[config.mk]
export PLATFORM = sky130hd
export DESIGN_NAME = aud_i2s_player
export DESIGN_NICKNAME = d
export VERILOG_FILES = /design/src/rtl/aud_pkg.sv /design/src/rtl/aud_sync_edge.sv /design/src/rtl/aud_i2s_player.sv
export SDC_FILE = /design/constraint.sdc
export NUM_CORES = 1
export LEC_CHECK = 0
export ABC_AREA = 1
export CAP_MARGIN = 20
export CELL_PAD_IN_SITES_DETAIL_PLACEMENT = 0
export CELL_PAD_IN_SITES_GLOBAL_PLACEMENT = 1
export CORE_ASPECT_RATIO = 0.75
export CORE_MARGIN = 2
export CORE_UTILIZATION = 42
export CTS_CLUSTER_DIAMETER = 200
export DETAILED_ROUTE_END_ITERATION = 8
export PLACE_DENSITY_LB_ADDON = 0.1
export SYNTH_ARGS = -nofsm -noshare
export SYNTH_HDL_FRONTEND = slang
export SYNTH_SLANG_ARGS = --single-unit
[constraint.sdc]
create_clock -name i_clk -period 1.7 [get_ports i_clk]
set_input_delay 0.34 -clock i_clk [delete_from_list [all_inputs] [get_ports i_clk]]
set_output_delay 0.34 -clock i_clk [all_outputs]
set_load 0.02 [all_outputs]
[src/rtl/aud_pkg.sv]
// Shared types and constants for the audio output path (I2S transmit side).
package aud_pkg;

  localparam int AUD_DATA_W = 16;

  typedef enum logic [1:0] {
    S_IDLE,
    S_DELAY,
    S_SEND
  } i2s_tx_state_t;

  typedef logic signed [AUD_DATA_W-1:0] pcm_t;

endpackage

[src/rtl/aud_sync_edge.sv]
// Multi-flop synchronizer for a slow asynchronous clock-like input, with a
// registered any-edge pulse and the matching registered level.
module aud_sync_edge #(
  parameter int   SYNC_STAGES = 2,
  parameter logic RST_VAL     = 1'b0
) (
  input  logic i_clk,
  input  logic i_rst,
  input  logic i_d,
  output logic o_edge,
  output logic o_level
);

  logic [SYNC_STAGES-1:0] r_chain;
  logic                   r_level;
  logic                   r_edge;

  // r_level doubles as the "previous" sample, so o_edge and o_level line up:
  // on an edge pulse, o_level already holds the new value.
  always_ff @(posedge i_clk or posedge i_rst) begin
    if (i_rst) begin
      r_chain <= {SYNC_STAGES{RST_VAL}};
      r_level <= RST_VAL;
      r_edge  <= 1'b0;
    end else begin
      r_chain <= {r_chain[SYNC_STAGES-2:0], i_d};
      r_level <= r_chain[SYNC_STAGES-1];
      r_edge  <= r_chain[SYNC_STAGES-1] ^ r_level;
    end
  end

  assign o_edge  = r_edge;
  assign o_level = r_level;

endmodule

[src/rtl/aud_i2s_player.sv]
// I2S mono player: serializes one PCM sample MSB-first on both slots, slaved to
// codec BCLK/DACLRCK. Optional volume shift when AUD_I2S_PLAYER_VOL_EN is defined.
module aud_i2s_player
  import aud_pkg::*;
#(
  parameter int DATA_W      = AUD_DATA_W,
  parameter int SYNC_STAGES = 2
) (
  input  logic                     i_clk,
  input  logic                     i_rst,
  input  logic                     i_en,
  input  logic                     i_bclk,
  input  logic                     i_daclrck,
  input  logic signed [DATA_W-1:0] i_dac_data,
`ifdef AUD_I2S_PLAYER_VOL_EN
  input  logic [2:0]               i_vol,
`endif
  output logic                     o_aud_dacdat,
  output logic                     o_busy,
  output logic                     o_frame_tick
);

  localparam int CNT_W = $clog2(DATA_W);

  logic w_bclk_edge, w_bclk_level, w_bclk_fall;
  logic w_lrck_edge, w_lrck_level, w_lrck_fall;
  logic signed [DATA_W-1:0] w_new_sample;
  i2s_tx_state_t r_state, w_state_nxt;
  logic w_load, w_start, w_step, w_done;

  logic signed [DATA_W-1:0] r_sample;
  logic        [DATA_W-1:0] r_shift;
  logic        [CNT_W-1:0]  r_bit_cnt;
  logic                     r_dacdat;
  logic                     r_busy;
  logic                     r_frame_tick;

  aud_sync_edge #(.SYNC_STAGES(SYNC_STAGES), .RST_VAL(1'b0)) u_sync_bclk (
    .i_clk   (i_clk),
    .i_rst   (i_rst),
    .i_d     (i_bclk),
    .o_edge  (w_bclk_edge),
    .o_level (w_bclk_level)
  );

  aud_sync_edge #(.SYNC_STAGES(SYNC_STAGES), .RST_VAL(1'b1)) u_sync_lrck (
    .i_clk   (i_clk),
    .i_rst   (i_rst),
    .i_d     (i_daclrck),
    .o_edge  (w_lrck_edge),
    .o_level (w_lrck_level)
  );

  assign w_bclk_fall = w_bclk_edge & ~w_bclk_level;
  assign w_lrck_fall = w_lrck_edge & ~w_lrck_level;

`ifdef AUD_I2S_PLAYER_VOL_EN
  assign w_new_sample = i_en ? (i_dac_data >>> i_vol) : '0;
`else
  assign w_new_sample = i_en ? i_dac_data : '0;
`endif

  always_ff @(posedge i_clk or posedge i_rst) begin
    if (i_rst) r_state <= S_IDLE;
    else       r_state <= w_state_nxt;
  end

  // An LRCK edge always wins: it restarts the slot and swallows a coincident BCLK fall.
  always_comb begin
    w_state_nxt = r_state;
    w_load      = 1'b0;
    w_start     = 1'b0;
    w_step      = 1'b0;
    w_done      = 1'b0;
    if (w_lrck_edge) begin
      w_state_nxt = S_DELAY;
      w_load      = 1'b1;
    end else if (w_bclk_fall) begin
      unique case (r_state)
        S_DELAY: begin
          w_state_nxt = S_SEND;
          w_start     = 1'b1;
        end
        S_SEND: begin
          if (r_bit_cnt == '0) begin
            w_state_nxt = S_IDLE;
            w_done      = 1'b1;
          end else begin
            w_step = 1'b1;
          end
        end
        default: ;
      endcase
    end
  end

  always_ff @(posedge i_clk or posedge i_rst) begin
    if (i_rst) begin
      r_sample     <= '0;
      r_shift      <= '0;
      r_bit_cnt    <= '0;
      r_dacdat     <= 1'b0;
      r_busy       <= 1'b0;
      r_frame_tick <= 1'b0;
    end else begin
      r_frame_tick <= w_lrck_fall;
      if (w_lrck_fall) r_sample <= w_new_sample;
      if (w_load) begin
        r_shift <= w_lrck_fall ? w_new_sample : r_sample;
      end else if (w_start) begin
        r_dacdat  <= r_shift[DATA_W-1];
        r_bit_cnt <= CNT_W'(DATA_W-1);
        r_busy    <= 1'b1;
      end else if (w_step) begin
        r_shift   <= r_shift << 1;
        r_dacdat  <= r_shift[DATA_W-2];
        r_bit_cnt <= r_bit_cnt - CNT_W'(1);
      end else if (w_done) begin
        r_dacdat <= 1'b0;
        r_busy   <= 1'b0;
      end
    end
  end

  assign o_aud_dacdat = r_dacdat;
  assign o_busy       = r_busy;
  assign o_frame_tick = r_frame_tick;

endmodule

==> flow_summary.ini <==
[place]
place_hpwl_microns = 3217
dp.cells = 396
gp_congestion = 0.7664
port-buffer-count = 23
placed_cell_area_sq_mm = 0.002759

[clock_tree]
cts_resized = 0
post_cts_buffers = 0
cts_buffers = 5
clk_pin_slew_ns = 0.09
cts_tree = built
cts_num_sinks = 49
clk-insertion-delay-late_ns = 0.30
root_buffer = clkbuf_8
htree_num_levels = 2
clockBufferDepth = 2
hold_buffers = 0

[synthesis]
synth-seq-cells = 49
ys_seq_area_share_pct = 50.77
synth.distinct_cells = 24
syn_nets = 325
syn_inst = 301
synthesis.area_sq_mm = 0.002422
synth_warnings = 0
syn_area_per_cell_sq_um = 8.048

[setup_path]
crit_family = buffers and inverters
rr_startpoint = r_state[0]$_DFFE_PP0P_
crit_start = o_aud_dacdat$_DFFE_PP0P_
crit_type = flop to output pin
required_ns = 1.36
cp-end-kind = output pin
cp_num_buf_inv = 1
cp-start-kind = flop
critPathMaxStageDelay_ns = 0.60
crit_chain = clkdlybuf4s50_1
arrival_ns = 1.25
crit_fanout = 2
crit_slowest_cell = clkdlybuf4s50_1

[detailed_routing]
ant_nets = 0
drt-wirelength-per-cell_microns = 11.03
routed_via_density = 4.450
wl_microns = 4458
dr_total_vias = 1798
first_pass_iters = 4
drt_iter0_drc = 80
drc = 0

[timing]
period_share_pct = 93.73
fmax_mhz = 627.6
whs_ns = 0.3406
rsz0062_at_grt = no
tns_ns = 0
setup_violations = 0
finalHoldViolCount = 0
report.final.slew_viol_count = 0
worst_pin_slew_ns = 0.4550
skew_ns = 0.003132
final.min_clock_period_ns = 1.593
slew_headroom_pct = 69.60

[status]
status = finished, final reports clean

[power_and_ir_drop]
netSwitchingPower_mw = 0.9099
power_frac_clock_pct = 30.3
p_seq_share_pct = 47.5
p_per_area_mw_per_mm2 = 1101
swShare_pct = 28.56
power_mw = 3.185
p_int_mw = 2.276
power.leakage_nw = 1.587
irDropWorstVdd_uv = 508.6
power_frac_comb_pct = 22.2

[grt]
grt_pass1_wl_microns = 7976
grtUsageMet3_pct = 3.696
grt_pass1_vias = 1750
grt_usage_pct = 15.29
gr-usage-met2_pct = 23.94
grt.busiest_layer = met2
use_met1_pct = 21.80
grt_max_degree = 23
grt-ovfl-total = 0
antenna_found_initial = 0

[die]
rows = 23
fp.dieW_microns = 91.69
die_y_microns = 69.77
core_sq_mm = 0.005439
die_area_sq_mm = 0.006397
start_util_pct = 44.54
io_pins = 24

[final_layout]
diodes = 0
fin_nets = 352
final_cells = 404
n_fill_cell = 551
layout-drive-gt1-share_pct = 17.93
layout_commonest_cell = nand2_1
syn_to_final_growth_pct = 19.42
final_cell_mix = 136 x nand2_1, 46 x dfrtp_1, 28 x nand2_2
post-route-cell-area_sq_mm = 0.002893

[job]
maxCapViolCount = 0

[worst_hold_path]
min_path_type = primary input to asynchronous set/reset pin
[sequential cells by signal, indices dropped and copies added (netlist names)]
signal,cells
r_sample,16
r_shift,16
r_bit_cnt,4
r_state,2
u_sync_bclk.r_chain,2
u_sync_lrck.r_chain,2
o_aud_dacdat,1
o_busy,1
o_frame_tick,1
u_sync_bclk.o_edge,1
u_sync_bclk.o_level,1
u_sync_lrck.o_edge,1
u_sync_lrck.o_level,1
[Yosys cell counts (all sizes together)]
| library cell | count | share of area, % |
|---|---|---|
| nand2 | 165 | 29 |
| dfrtp | 46 | 48 |
| inv | 28 | 4.3 |
| nand3 | 27 | 6.5 |
| buf | 12 | 3.8 |
| nor2 | 7 | 1.4 |
| dfstp | 3 | 3.3 |
| ha | 3 | 1.5 |
| nand3b | 2 | 0.62 |
| nor3 | 2 | 0.41 |
| o21ai | 2 | 0.57 |
| xor2 | 2 | 0.72 |
| a21oi | 1 | 0.21 |
| o211ai | 1 | 0.31 |
[layout make-up]
class | instances | area [sq um] | area share, %
Tap cell | 75 | 93.84 | 3.244
Inverter | 28 | 105.1 | 3.633
Multi-Input combinational cell | 212 | 994.7 | 34.39
Clock buffer | 5 | 68.82 | 2.379
Timing Repair Buffer | 32 | 335.3 | 11.59
Clock inverter | 3 | 65.06 | 2.249
Sequential cell | 49 | 1230 | 42.52
[layer usage]
metal / wire length [microns] / part of all wire [%] / vias to the layer above
met5: 0 / 0 / -
met4: 34 / 0.76 / 0
met3: 118 / 2.6 / 7
met2: 1931 / 43 / 14
met1: 2374 / 53 / 818
li1: - / - / 959
[path summary, 6_finish.rpt]
check,end,slack [ns],cells after the start
worst max-delay path,o_aud_dacdat,0.11,1
worst min-delay path,r_bit_cnt[0]$_DFFE_PP0P_,0.34,2
min in group i_clk,u_sync_bclk.r_chain[1]$_DFF_PP0_,0.35,0
worst max register to register,r_bit_cnt[0]$_DFFE_PP0P_,0.24,8
worst min register to register,u_sync_bclk.r_chain[1]$_DFF_PP0_,0.35,0
max in group asynchronous,r_shift[1]$_DFFE_PP0P_,0.92,3
[power by group through the flow]
| stage | combinational [mW] | sequential [mW] | clock (mW) |
|---|---|---|---|
| floorplan | 0.504 | 1.53 | 0 |
| global placement | 0.708 | 1.53 | 0 |
| detailed placement | 0.718 | 1.54 | 0 |
| CTS | 0.721 | 1.51 | 1.00 |
| global route | 0.809 | 1.54 | 1.04 |
| finish | 0.706 | 1.51 | 0.966 |
[cell families after synthesis]
group / synth area share (%)
compound gates: 1.084
buf+inv: 8.161
xor+xnor: 0.7233
flops: 50.77
fa+ha+maj: 1.550
simple gates: 37.71
[through the flow]
stage | worst slack [ns] | util, %
4_1_cts | 0.08511 | 53.19
3_5_place_dp | 0.1564 | 50.72
5_1_grt | 0.04981 | 53.19
2_1_floorplan | 0.1921 | -
3_3_place_gp | 0.1747 | 50.72
6_report | 0.1065 | 53.19
(Power assumes the default switching activity.)
